### src/rtl/dense_layer_seq.sv
// dense_layer_seq
// Time-multiplexed fully-connected layer. One signed multiply-accumulate unit
// walks every weight of every neuron, one product per cycle. Weights and biases
// are held in a small register file that can be written only while idle. The
// result vector is handed downstream over a valid/ready handshake.
module dense_layer_seq #(
  parameter int DATA_WIDTH = 12,
  parameter int FRAC_BITS  = 9,
  parameter int N_IN       = 2,
  parameter int N_OUT      = 2,
  localparam int N_PARAM   = N_OUT * (N_IN + 1),
  localparam int ADDR_W    = $clog2(N_PARAM)
) (
  input  logic                          clk,
  input  logic                          rst,
  input  logic                          cfg_we,
  input  logic [ADDR_W-1:0]             cfg_addr,
  input  logic [DATA_WIDTH-1:0]         cfg_data,
  input  logic [1:0]                    act_sel,
  input  logic                          in_valid,
  output logic                          in_ready,
  input  logic [N_IN*DATA_WIDTH-1:0]    in_data,
  output logic                          out_valid,
  input  logic                          out_ready,
  output logic [N_OUT*DATA_WIDTH-1:0]   out_data,
  output logic                          busy
);

  // Accumulator is wide enough for N_IN full products plus the shifted bias.
  localparam int ACC_W  = 2 * DATA_WIDTH + $clog2(N_IN + 1);
  localparam int PROD_W = 2 * DATA_WIDTH;
  localparam int IW     = (N_IN  > 1) ? $clog2(N_IN)  : 1;
  localparam int JW     = (N_OUT > 1) ? $clog2(N_OUT) : 1;

  localparam logic signed [ACC_W-1:0] ONE_A   = {{(ACC_W-1){1'b0}}, 1'b1};
  localparam logic signed [ACC_W-1:0] FX_ONE  = ONE_A <<< FRAC_BITS;
  localparam logic signed [ACC_W-1:0] FX_HALF = ONE_A <<< (FRAC_BITS - 1);
  localparam logic signed [ACC_W-1:0] SAT_MAX = (ONE_A <<< (DATA_WIDTH - 1)) - ONE_A;
  localparam logic signed [ACC_W-1:0] SAT_MIN = -(ONE_A <<< (DATA_WIDTH - 1));

  localparam logic [ADDR_W:0] N_PARAM_C = (ADDR_W + 1)'(N_PARAM);
  localparam logic [IW-1:0]   I_LAST    = IW'(N_IN - 1);
  localparam logic [JW-1:0]   J_LAST    = JW'(N_OUT - 1);

  typedef enum logic [1:0] {
    S_IDLE = 2'd0,
    S_ACC  = 2'd1,
    S_DONE = 2'd2
  } state_t;

  // Register-file address of weight w[j][i].
  function automatic logic [ADDR_W-1:0] weight_idx(input logic [JW-1:0] j,
                                                   input logic [IW-1:0] i);
    return ADDR_W'(j) * ADDR_W'(N_IN + 1) + ADDR_W'(i);
  endfunction

  // Register-file address of bias b[j]; it follows the row's weights.
  function automatic logic [ADDR_W-1:0] bias_idx(input logic [JW-1:0] j);
    return ADDR_W'(j) * ADDR_W'(N_IN + 1) + ADDR_W'(N_IN);
  endfunction

  // Bias aligned to the product scale (2*FRAC_BITS fractional bits).
  function automatic logic signed [ACC_W-1:0] bias_fx(input logic signed [DATA_WIDTH-1:0] b);
    return ACC_W'(b) <<< FRAC_BITS;
  endfunction

  // Rescale a finished sum, apply the activation, then saturate to a word.
  function automatic logic [DATA_WIDTH-1:0] post_proc(input logic signed [ACC_W-1:0] s,
                                                      input logic [1:0] act);
    logic signed [ACC_W-1:0] y;
    logic signed [ACC_W-1:0] h;
    logic signed [ACC_W-1:0] a;
    logic signed [ACC_W-1:0] r;
    y = s >>> FRAC_BITS;
    h = (y >>> 2'd2) + FX_HALF;
    case (act)
      2'd1: begin
        a = y[ACC_W-1] ? '0 : y;
      end
      2'd2: begin
        if (h[ACC_W-1]) begin
          a = '0;
        end else if (h > FX_ONE) begin
          a = FX_ONE;
        end else begin
          a = h;
        end
      end
      default: begin
        a = y;
      end
    endcase
    if (a > SAT_MAX) begin
      r = SAT_MAX;
    end else if (a < SAT_MIN) begin
      r = SAT_MIN;
    end else begin
      r = a;
    end
    return r[DATA_WIDTH-1:0];
  endfunction

  state_t                           state_q, state_d;
  logic [IW-1:0]                    i_q, i_d;
  logic [JW-1:0]                    j_q, j_d;
  logic signed [ACC_W-1:0]          acc_q, acc_d;
  logic [N_IN*DATA_WIDTH-1:0]       x_q, x_d;
  logic [1:0]                       act_q, act_d;
  logic signed [DATA_WIDTH-1:0]     param_q [N_PARAM];
  logic signed [DATA_WIDTH-1:0]     param_d [N_PARAM];
  logic [N_OUT*DATA_WIDTH-1:0]      out_q, out_d;
  logic                             out_valid_q, out_valid_d;

  logic signed [DATA_WIDTH-1:0]     w_sel_s;
  logic signed [DATA_WIDTH-1:0]     x_sel_s;
  logic signed [PROD_W-1:0]         prod_s;
  logic signed [ACC_W-1:0]          sum_s;
  logic [DATA_WIDTH-1:0]            y_post_s;

  // Shared MAC datapath: current weight times current input plus accumulator.
  always_comb begin
    w_sel_s  = param_q[weight_idx(j_q, i_q)];
    x_sel_s  = x_q[i_q*DATA_WIDTH +: DATA_WIDTH];
    prod_s   = PROD_W'(w_sel_s) * PROD_W'(x_sel_s);
    sum_s    = acc_q + ACC_W'(prod_s);
    y_post_s = post_proc(sum_s, act_q);
  end

  // Next-state logic for the sequencer, parameter file and result registers.
  always_comb begin
    state_d     = state_q;
    i_d         = i_q;
    j_d         = j_q;
    acc_d       = acc_q;
    x_d         = x_q;
    act_d       = act_q;
    param_d     = param_q;
    out_d       = out_q;
    out_valid_d = out_valid_q;
    case (state_q)
      S_IDLE: begin
        // Parameter writes land first so a same-cycle input sees them,
        // including the bias loaded below.
        if (cfg_we && ({1'b0, cfg_addr} < N_PARAM_C)) begin
          param_d[cfg_addr] = cfg_data;
        end else begin
          param_d = param_q;
        end
        if (in_valid) begin
          x_d     = in_data;
          act_d   = act_sel;
          i_d     = '0;
          j_d     = '0;
          acc_d   = bias_fx(param_d[bias_idx('0)]);
          state_d = S_ACC;
        end else begin
          state_d = S_IDLE;
        end
      end
      S_ACC: begin
        if (i_q == I_LAST) begin
          out_d[j_q*DATA_WIDTH +: DATA_WIDTH] = y_post_s;
          if (j_q == J_LAST) begin
            state_d     = S_DONE;
            out_valid_d = 1'b1;
          end else begin
            j_d   = j_q + 1'b1;
            i_d   = '0;
            acc_d = bias_fx(param_q[bias_idx(j_q + 1'b1)]);
          end
        end else begin
          i_d   = i_q + 1'b1;
          acc_d = sum_s;
        end
      end
      S_DONE: begin
        if (out_ready) begin
          state_d     = S_IDLE;
          out_valid_d = 1'b0;
        end else begin
          state_d     = S_DONE;
        end
      end
      default: begin
        state_d     = S_IDLE;
        out_valid_d = 1'b0;
      end
    endcase
  end

  // State and datapath registers; reset clears weights, results and any partial sum.
  always_ff @(posedge clk or negedge rst) begin
    if (!rst) begin
      state_q     <= S_IDLE;
      i_q         <= '0;
      j_q         <= '0;
      acc_q       <= '0;
      x_q         <= '0;
      act_q       <= '0;
      param_q     <= '{default: '0};
      out_q       <= '0;
      out_valid_q <= 1'b0;
    end else begin
      state_q     <= state_d;
      i_q         <= i_d;
      j_q         <= j_d;
      acc_q       <= acc_d;
      x_q         <= x_d;
      act_q       <= act_d;
      param_q     <= param_d;
      out_q       <= out_d;
      out_valid_q <= out_valid_d;
    end
  end

  assign in_ready  = (state_q == S_IDLE);
  assign busy      = (state_q == S_ACC) || (state_q == S_DONE);
  assign out_valid = out_valid_q;
  assign out_data  = out_q;

endmodule

### config.mk
export PLATFORM = sky130hd
export DESIGN_NAME = dense_layer_seq
export DESIGN_NICKNAME = d
export VERILOG_FILES = /design/src/rtl/dense_layer_seq.sv
export SDC_FILE = /design/constraint.sdc
export NUM_CORES = 1
export LEC_CHECK = 0
export CAP_MARGIN = 20
export CORE_MARGIN = 1
export CORE_UTILIZATION = 55
export DETAILED_ROUTE_END_ITERATION = 10
export PLACE_DENSITY = 0.77
export SLEW_MARGIN = 20
export SYNTH_ARGS = -nofsm -noshare
export SYNTH_HDL_FRONTEND = slang
export SYNTH_SLANG_ARGS = --single-unit
### constraint.sdc
create_clock -name clk -period 9.4 [get_ports clk]
set_clock_uncertainty 0.2 [all_clocks]
set_input_delay 2.82 -clock clk [delete_from_list [all_inputs] [get_ports clk]]
set_output_delay 2.82 -clock clk [all_outputs]
set_load 0.01 [all_outputs]
==> results of run 1 <==
-- logic make-up (layout without fill, tap and decap cells) --
kind of cell | Yosys count | after routing | share of synthesized area [%]
adder cells (fa/ha/maj) | 251 | 251 | 31.1
multiplexers | 151 | 151 | 12.6
AO/OA/AOI/OAI | 232 | 232 | 10.7
flip-flops | 153 | 153 | 26.9
AND/OR/NAND/NOR | 312 | 312 | 9.58
buffers and inverters | 291 | 373 | 7.83
XOR/XNOR | 21 | 21 | 1.29
-- cell type report --
| type | count | area, um^2 | share of cell area (%) |
|---|---|---|---|
| clock buffers | 17 | 425 | 2.64 |
| flip-flops and latches | 153 | 3830 | 23.7 |
| multi-input cells | 967 | 9380 | 58.1 |
| inverters | 233 | 875 | 5.42 |
| repair buffers | 108 | 1030 | 6.36 |
| clock inverters | 15 | 188 | 1.16 |
| well taps | 330 | 413 | 2.56 |
-- final timing paths --
check                                  start           end  slack, ns  cells after the start
worst max-delay path                     j_q  out_data[17]       0.25                     30
worst min-delay path            out_data[23]  out_data[23]       0.29                      2
worst max register to register           j_q  out_data[17]       0.25                     30
worst min register to register  out_data[23]  out_data[23]       0.29                      2
max in group asynchronous                rst        x_q[2]       5.42                      2
min in group asynchronous                rst   param_q[13]       2.24                      1
-- per-layer routing --
layer	track usage (%)	vias to the layer above	wire length (um)
met3	5.27	88	2940
met2	46.7	490	18100
met5	0	-	0
li1	-	4784	-
met4	11.8	0	1330
met1	39.5	5570	14900
-- cells in the final DEF (no fill, tap or decap), types with 7 or more instances in the layout --
| cell | n |
|---|---|
| sky130_fd_sc_hd__inv_1 | 232 |
| sky130_fd_sc_hd__fa_1 | 171 |
| sky130_fd_sc_hd__dfrtp_1 | 153 |
| sky130_fd_sc_hd__nor2_1 | 127 |
| sky130_fd_sc_hd__mux2_2 | 99 |
| sky130_fd_sc_hd__nand2_1 | 99 |
| sky130_fd_sc_hd__ha_1 | 78 |
| sky130_fd_sc_hd__clkdlybuf4s50_1 | 71 |
| sky130_fd_sc_hd__a21oi_1 | 59 |
| sky130_fd_sc_hd__o21ai_0 | 59 |
| sky130_fd_sc_hd__mux2i_1 | 38 |
| sky130_fd_sc_hd__nand3_1 | 32 |
| sky130_fd_sc_hd__buf_4 | 31 |
| sky130_fd_sc_hd__a31oi_1 | 20 |
| sky130_fd_sc_hd__clkbuf_16 | 17 |
| sky130_fd_sc_hd__xnor2_1 | 15 |
| sky130_fd_sc_hd__nand2b_1 | 13 |
| sky130_fd_sc_hd__a21o_1 | 13 |
| sky130_fd_sc_hd__mux4_2 | 12 |
| sky130_fd_sc_hd__a221oi_1 | 11 |
| sky130_fd_sc_hd__o21bai_1 | 9 |
| sky130_fd_sc_hd__o211ai_1 | 7 |
| sky130_fd_sc_hd__o21a_1 | 7 |
-- registers in the layout, summed over array words and instances, names as in the netlist --
| register | cells |
|---|---|
| out_data | 24 |
| j_q | 1 |
| out_valid | 1 |
| act_q | 2 |
| x_q | 24 |
| param_q | 72 |
| acc_q | 26 |
| i_q | 1 |
| state_q | 2 |
-- timing repair --
item	4_1_cts	5_1_grt
resized for setup	0	17
setup endpoints to repair	0	20
setup buffers	0	3
-- per-stage QoR --
stage,setup TNS [ns],hold slack [ns]
after floorplan,0,0.245
after global placement,0,0.257
after detailed placement,0,0.273
after CTS,0,0.288
after global routing,-0.0307,0.316
final,0,0.285
-- worst reg2reg max path, delay by kind of cell (launching register included) --
family,cells,cell delay [ns]
mux,2,0.78
fa+ha+maj,9,4.23
compound gates,6,1.64
buf+inv,7,0.66
flops,1,0.47
simple gates,6,1.05
==> Flow_metrics.wiki, run 1 <==
{| class="wikitable"
! Metric !! Value
|-
| Outcome || finished with violations
|-
| Failing checks || design-rule violations
|-
| Slowest cell on the critical path || sky130_fd_sc_hd__fa_1
|-
| Final design area excluding fillers || 0.0161 mm^2
|-
| # IOs || 73
|-
| Most frequently used cell type in the post-synthesis netlist || sky130_fd_sc_hd__inv_1
|-
| Layout overhead on the synthesized area || 13.5%
|-
| Number of buffers inserted by port buffering || 72
|-
| Routability Congestion || 0.990
|-
| Initial DRC count || 1,155
|-
| Number of sinks handled by clock tree synthesis || 153
|-
| H-Tree Level Count || 4
|-
| Clock tree from TritonCTS || yes
|-
| Minimum period implied by the final worst setup slack || 9.15 ns
|-
| Count of yosys warnings during synthesis || 0
|-
| Setup CP Type || flop to flop
|-
| Cell accounting for the most synthesized area || sky130_fd_sc_hd__dfrtp_1
|-
| Final core occ || 63.9%
|-
| Top cells by area, synth || sky130_fd_sc_hd__dfrtp_1, sky130_fd_sc_hd__fa_1, sky130_fd_sc_hd__mux2_2
|-
| Final worst-path cycle share || between 90% and 100%
|-
| Count of flip-flops with a built-in enable after synthesis || 0
|-
| Via count of the first global-routing pass || 11,100
|-
| Area share of the leading cell type in the synthesized netlist || 26.9%
|-
| Total via count after detailed routing || ~11,000
|-
| Horizontal extent of the die || 163 um
|-
| Post-Place Worst Slack || about 0.022 ns
|-
| Data arrival time of the worst path || ~9.3 ns
|-
| Cell area after technology mapping || 0.0142 mm^2
|-
| Capturing element type of the critical path || flop
|-
| Overflow after GRT || 0
|-
| Die height || 163 um
|-
| Post-cts hold buffer count || 0
|-
| Share of the yosys chip area belonging to registers || 26.9%
|-
| Placed wire-length estimate || around 28,000 um
|-
| Placed Cells || roughly 1,800
|-
| Number of antenna violations at the first check in global routing || 0
|-
| Maximum number of buffers from clock root to sink || 2
|-
| Worst path max stage delay || approximately 0.59 ns
|-
| Mean area per synthesized cell || between 10 and 15 um^2
|-
| Post-route worst setup slack || 0.254 ns
|-
| Die ar. || 0.0265 mm^2
|-
| Synthesized netlist net count || between 1,500 and 2,000
|-
| Kind of launch point of the worst setup path || flop
|-
| Post-synthesis sequential element count || 153
|-
| Commonest register cell after synthesis || sky130_fd_sc_hd__dfrtp_1
|-
| Antenna cell count || 0
|-
| Most numerous cell types in the synthesized netlist || sky130_fd_sc_hd__inv_1, sky130_fd_sc_hd__fa_1, sky130_fd_sc_hd__dfrtp_1
|-
| Core outline area || 0.0253 mm^2
|-
| DR vias/cell || 6.00
|-
| Nets@finish || 1,777
|-
| Top cell family by delay on the critical path || adder cells
|-
| DRC violations left || 1
|-
| Filler cell count in the final layout || 1,961
|-
| Clock network latency to the later pin of the worst-skew pair || 0.44 ns
|-
| Wire per inst || 20.4 um
|-
| Worst Path Required || ~9.6 ns
|-
| Root Buffer Master || sky130_fd_sc_hd__clkbuf_16
|-
| Largest net degree at the start of global routing || 93
|-
| Total Wirelength || 37,200 um
|-
| Max_cap viols || 0
|-
| Share of final-layout standard cells stronger than drive strength 1 || 14.3%
|-
| Standard cell area after detailed placement || 0.0154 mm^2
|-
| Share of flip-flops with an asynchronous set or reset after synthesis || 100%
|-
| Maximum fanout along the worst path || 24
|-
| Starting density of the core || ~56%
|-
| Worst Max-Slew Pin Slew || 1.11 ns
|-
| Drt pass-1 iters || 11
|-
| Worst-path clk slew || 0.09 ns
|-
| Total track usage || 29.2%
|-
| Routed Antenna Nets || 0
|-
| Min-delay worst type || flop to flop
|-
| Global-route wire length before repair || 58,500 um
|-
| Total setup violations reported at the end of the flow || 0
|-
| Buffers plus inverters on the worst setup path || 7
|-
| Post-synthesis instance total || 1,411
|-
| Count of unique library cells instantiated by Yosys || 70
|-
| Number of clock buffers inserted by TritonCTS || 17
|-
| Cell seen most often among critical-path stages || sky130_fd_sc_hd__fa_1
|-
| Final hold violations || 0
|-
| Maximum operating frequency || 109 MHz
|-
| Count of final max-slew check failures || 0
|-
| Row count || 58
|-
| Number of non-filler instances in the completed layout || 1,823
|-
| Max transition margin || about a quarter
|}
Power of run 1 is left out: the tool's default activity adds up to more than one toggle a clock period on the data nets, which glitch-free logic cannot reach.
==> run 2: changes to the inputs <==
CORE_MARGIN = 5   (was 1)
==> Flow_metrics.wiki, run 2 (synthesis gave the netlist of run 1 again) <==
{| class="wikitable"
! Metric !! Value
|-
| Outcome || completed
|-
| Maximum fanout along the worst path || 18 (-25%)
|-
| Worst Path Required || 9.55 ns (about the same)
|-
| R2R setup slack || 0.36 ns (+0.11 ns)
|-
| Root Buffer Master || sky130_fd_sc_hd__clkbuf_16
|-
| Number of buffers inserted by port buffering || 72 (unchanged)
|-
| Total via count after detailed routing || 10,900 (-0.65%)
|-
| Capturing element type of the critical path || flop
|-
| Standard cell area after detailed placement || 0.0154 mm^2 (about the same)
|-
| End point of the critical path || out_data[5]
|-
| Nets@finish || 1,781 (+0.23%)
|-
| Filler cell count in the final layout || 1,974 (+0.66%)
|-
| Largest registers || param_q: 72 flops, acc_q: 26 flops
|-
| Number of sinks handled by clock tree synthesis || 153 (unchanged)
|-
| H-Tree Level Count || 4 (unchanged)
|-
| Reg area || 0.00383 mm^2 (about the same)
|-
| Routability Congestion || 0.981 (-0.91%)
|-
| Buffers plus inverters on the worst setup path || 6 (-1)
|-
| # IOs || 73 (unchanged)
|-
| Initial DRC count || 855 (-26%)
|-
| Kind of launch point of the worst setup path || flop
|-
| Antenna cell count || 0 (unchanged)
|-
| Clock network latency to the later pin of the worst-skew pair || 0.44 ns (about the same)
|-
| Final hold violations || 0 (unchanged)
|-
| Minimum period implied by the final worst setup slack || 9.04 ns (-0.110 ns)
|-
| Final core occ || 63.7% (-0.17 points)
|-
| Routed Antenna Nets || 0 (unchanged)
|-
| DRC violations left || 0 (-1)
|-
| Worst path max stage delay || 0.54 ns (-0.05 ns)
|-
| Total Wirelength || 37,300 um (+0.12%)
|-
| Count of final max-slew check failures || 0 (unchanged)
|-
| Most frequent standard cell in the layout excluding fill and tap cells || sky130_fd_sc_hd__inv_1
|-
| Final worst-path cycle share || 96.1% (-1.2 points)
|-
| Post-route worst setup slack || 0.364 ns (+0.110 ns)
|-
| Slowest cell on the critical path || sky130_fd_sc_hd__mux4_2
|-
| Placed wire-length estimate || 28,700 um (+2.1%)
|-
| Core outline area || 0.0253 mm^2 (+0.29%)
|-
| Reg-to-Reg End || out_data[5]
|-
| Max_cap viols || 0 (unchanged)
|-
| Starting density of the core || 56.1% (-0.16 points)
|-
| Number of flip-flops under the largest register name || 72 (unchanged)
|-
| Post-Place Worst Slack || 0.135 ns (+0.112 ns)
|-
| Reg-to-reg startpoint || j_q
|-
| Highest-count cells in the layout ignoring fill and taps || sky130_fd_sc_hd__inv_1, sky130_fd_sc_hd__fa_1, sky130_fd_sc_hd__dfrtp_1
|-
| Logic depth of the worst path, buffers included || 29 (-3.3%)
|-
| Register with the most flip-flops || param_q
|-
| Global-route wire length before repair || 60,300 um (+3.1%)
|-
| Number of antenna violations at the first check in global routing || 0 (unchanged)
|-
| Worst-path clk slew || 0.08 ns (about the same)
|-
| Via count of the first global-routing pass || 11,400 (+2.3%)
|-
| Multi-input gate area || 0.00936 mm^2 (-0.23%)
|-
| Top cell family by delay on the critical path || adder cells
|-
| Overflow after GRT || 0 (unchanged)
|-
| Maximum operating frequency || 111 MHz (+1.2%)
|-
| Share of final-layout standard cells stronger than drive strength 1 || 14.7% (+0.36 points)
|-
| Die ar. || 0.0292 mm^2 (+10%)
|-
| Total track usage || 26.4% (-2.8 points)
|-
| Number of clock buffers inserted by TritonCTS || 17 (unchanged)
|-
| Total setup violations reported at the end of the flow || 0 (unchanged)
|-
| Max transition margin || 23.1% (-2.7 points)
|-
| Drt pass-1 iters || 5 (-6)
|-
| Final design area excluding fillers || 0.0161 mm^2 (about the same)
|-
| Worst slack on hold paths || 0.286 ns (+0.00133 ns)
|-
| Worst r2r path cells || 29 (-3.3%)
|-
| Wire per inst || 20.4 um (about the same)
|-
| Cell seen most often among critical-path stages || sky130_fd_sc_hd__fa_1
|-
| Maximum number of buffers from clock root to sink || 2 (unchanged)
|-
| Die height || 171 um (+4.9%)
|-
| Min-delay worst type || flop to flop
|-
| Row count || 58 (unchanged)
|-
| DR vias/cell || 5.94 (-0.87%)
|-
| Largest net degree at the start of global routing || 80 (-14%)
|-
| Data arrival time of the worst path || 9.18 ns (-0.13 ns)
|-
| Layout overhead on the synthesized area || 13.6% (about the same)
|-
| CP Launch Point || j_q
|-
| Clock tree from TritonCTS || yes
|-
| Horizontal extent of the die || 171 um (+4.9%)
|-
| Setup CP Type || flop to flop
|-
| Worst Max-Slew Pin Slew || 1.15 ns (+0.0376 ns)
|}
-- run 2: how the worst min path moves through the flow --
| stage | startpoint | depth (start not counted) | slack (ns) | to |
|---|---|---|---|---|
| finish | out_data[22] | 2 | 0.29 | out_data[22] |
| global route | x_q[11] | 1 | 0.32 | x_q[11] |
| CTS | out_data[22] | 2 | 0.28 | out_data[22] |
| detailed placement | acc_q[0] | 2 | 0.27 | acc_q[0] |
| global placement | acc_q[1] | 2 | 0.26 | acc_q[1] |
| floorplan | param_q[71] | 2 | 0.24 | param_q[71] |
-- run 2: cell type report --
class / instances / area share [%]
repair buffers: 112 / 6.48
flip-flops and latches: 153 / 23.7
inverters: 233 / 5.44
multi-input cells: 967 / 58.0
well taps: 330 / 2.56
clock inverters: 15 / 1.16
clock buffers: 17 / 2.64
-- run 2: worst min-delay path: cells and delay by family, from the launching register on --
kind,cells,cell delay (ns)
and+or+nand+nor,1,0.05
AOI/OAI and AO/OA,1,0.06
DFF,1,0.35
-- run 2: per-stage QoR --
step	instances	setup TNS, ns
after floorplan	1411	0
after global placement	1789	0
after detailed placement	1789	0
after CTS	1821	0
after global routing	1827	-0.00319
final	1827	0
-- run 2: routing by layer --
metal / global-route usage [%] / vias up / routed length (um)
li1: - / 4801 / -
met1: 35.5 / 5506 / 15000
met2: 42.5 / 468 / 18100
met3: 5.20 / 86 / 2730
met4: 10.3 / 0 / 1490
met5: 0 / - / 0
-- run 2: what timing repair did --
item                                    CTS  global route
buffers inserted                          0             6
hold buffers                              0             0
gates resized for setup                   0            17
endpoints found under the setup margin    0            20
Power of run 2 is left out for the same reason.
==> edit (settings of run 2) <==
`DATA_WIDTH`: 12 -> 14.
--- a/src/rtl/dense_layer_seq.sv
+++ b/src/rtl/dense_layer_seq.sv
@@ -5,5 +5,5 @@
 // result vector is handed downstream over a valid/ready handshake.
 module dense_layer_seq #(
-  parameter int DATA_WIDTH = 12,
+  parameter int DATA_WIDTH = 14,
   parameter int FRAC_BITS  = 9,
   parameter int N_IN       = 2,
Ports: changed (resized cfg_data, in_data and out_data); port bits go from 73 to 83. The function was not compared with the original's and may differ.
==> edit against run 2 <==
Worst hold slack worse by 0.0045 ns. Routed wire length grew 33%. Sequential cell count grew 24. Synthesized area increased by 27%. Synthesized cell count up 29%. Design area rose by 28%. Final cell count grew 31%. Setup slack lost 0.084 ns. First-iteration DRC count grew 42%. Critical endpoint is now out_data[8]$_DFFE_PN0P_.
Power is left out: the tool's default activity adds up to more than one toggle a clock period on the data nets, which glitch-free logic cannot reach.
==> edit: results (changes against run 2) <==
| Metric | Value |
|---|---|
| Initial DRC Count | 1214 (+42%) |
| Status | finished clean |
| Ys async rst share | 100.0% (unchanged) |
| DP HPWL | 38530 um (+34%) |
| Worst-Skew Late Latency | 0.46 ns (+0.02 ns) |
| Cell variety after synth | 69 (-1.4%) |
| Grt ovf | 0 (unchanged) |
| Synth warn | 0 (unchanged) |
| Crit Reg-Reg Endpoint | out_data[8]$_DFFE_PN0P_ |
| Syn_area_per_cell | 9.907 um2 (-1.6%) |
| Top cells by count, synth | inv_1, fa_1, dfrtp_1 |
| Ys flop type | dfrtp_1 |
| Hold path start | out_data[26]$_DFFE_PN0P_ |
| Crit path max-delay cell type | or4b_1 |
| Pre-antenna DRT Iters | 6 (+1) |
| Port Buffers | 82 (+14%) |
| Largest cells by area after synthesis | fa_1, dfrtp_1, mux2_2 |
| First-pass GRT wire length | 79930 um (+32%) |
| Post-synthesis sequential area ratio | 24.47% (-2.5 points) |
| Hold slack | 0.2818 ns (-0.004531 ns) |
| Crit-path max FO | 13 (-5) |
| Maximum number of pins on one net before global-route repair | 98 (+23%) |
| Vias in the first global route | 14803 (+30%) |
| HP Class | reg -> reg |
| R2r setup slk | 0.28 ns (-0.08 ns) |
| Share of cells above drive strength 1 | 15.41% (+0.71 points) |
| GP Congestion | 1.088 (+11%) |
| Initial antenna violation count | 0 (unchanged) |
| CP peak stage delay | 0.58 ns (+0.04 ns) |
| Critical path arrival | 9.26 ns (+0.08 ns) |
| Critical R2R Launch | i_q$_DFFE_PN0P_ |
| Vias | 13854 (+28%) |
| CTS clk-pin slew, worst paths | 0.07 ns |
| Hold endpoint | out_data[26]$_DFFE_PN0P_ |
| Nets@finish | 2329 (+31%) |
| Slew HR | 22.52% (-0.55 points) |
| Number of vias per cell | 5.799 (-2.4%) |
| Clock Path Buffers | 2 (unchanged) |
| Fill count | 2663 (+35%) |
| Post-Syn Nets | 2220 (+30%) |
| N_diodes | 0 (unchanged) |
| Wire length per cell | 20.74 um (+1.6%) |
| CTS Buf Count | 17 (unchanged) |
| Largest registers | param_q: 84 flops, acc_q: 30 flops |
| Total track usage | 28.26% (+1.9 points) |
## edit: changes by cell type after synthesis, sizes merged, moves of 21 or more
| cell | delta |
|---|---|
| nand2 | +65 |
| a21oi | +21 |
| mux2i | +22 |
| dfrtp | +24 |
| fa | +74 |
| mux2 | +21 |
| inv | +114 |
| nor2 | +21 |
## edit: through the flow
step           setup WS (ns)  area, um2  TNS, ns
5_1_grt             -0.05705      20600  -0.3301
6_report              0.2796      20600        0
4_1_cts               0.1861      20350        0
3_3_place_gp          0.2915      19760        0
3_5_place_dp          0.2375      19760        0
2_1_floorplan        0.07791      18140        0
## edit: cell type report
class / count / area (um2) / area share (%)
clock buffers: 20 / 466.7 / 2.266
clock inverters: 10 / 123.9 / 0.6013
inverters: 348 / 1310 / 6.360
multi-input cells: 1235 / 12260 / 59.50
flip-flops and latches: 177 / 4429 / 21.50
well taps: 442 / 553.0 / 2.685
repair buffers: 157 / 1460 / 7.089
## edit: worst max path at each step
stage | startpoint | end | slack, ns | depth (start not counted)
floorplan | i_q$_DFFE_PN0P_ | out_data[14]$_DFFE_PN0P_ | 0.08 | 32
global placement | i_q$_DFFE_PN0P_ | out_data[5]$_DFFE_PN0P_ | 0.29 | 29
detailed placement | i_q$_DFFE_PN0P_ | out_data[3]$_DFFE_PN0P_ | 0.24 | 31
CTS | i_q$_DFFE_PN0P_ | out_data[0]$_DFFE_PN0P_ | 0.19 | 31
global route | i_q$_DFFE_PN0P_ | out_data[8]$_DFFE_PN0P_ | -0.06 | 28
finish | i_q$_DFFE_PN0P_ | out_data[8]$_DFFE_PN0P_ | 0.28 | 29
## edit: worst max-delay path: cells and delay by family (launching register included)
family | cells | cell delay (ns)
compound gates | 7 | 1.69
fa+ha+maj | 8 | 3.61
buf+inv | 8 | 0.81
flops | 1 | 0.37
simple gates | 5 | 1.74
mux | 1 | 0.56
## edit: cells by family after synthesis
| kind of cell | share of synthesized area (%) |
|---|---|
| buf+inv | 8.689 |
| simple gates | 9.533 |
| fa+ha+maj | 33.73 |
| compound gates | 9.616 |
| mux | 12.65 |
| flops | 24.47 |
| xor+xnor | 1.306 |
## edit: layer usage
layer | part of all wire (%) | track usage [%] | up-vias
li1 | - | - | 6134
met4 | 4.5 | 12.04 | 0
met2 | 47 | 44.88 | 622
met5 | 0 | 0 | -
met1 | 41 | 37.97 | 6957
met3 | 7.7 | 5.862 | 141
## edit: timing repair
| action | 4_1_cts | 5_1_grt |
|---|---|---|
| hold buffers | 0 | 0 |
| buffers inserted | 0 | 8 |
| endpoints found under the setup margin | 0 | 26 |
| resized for setup | 0 | 36 |
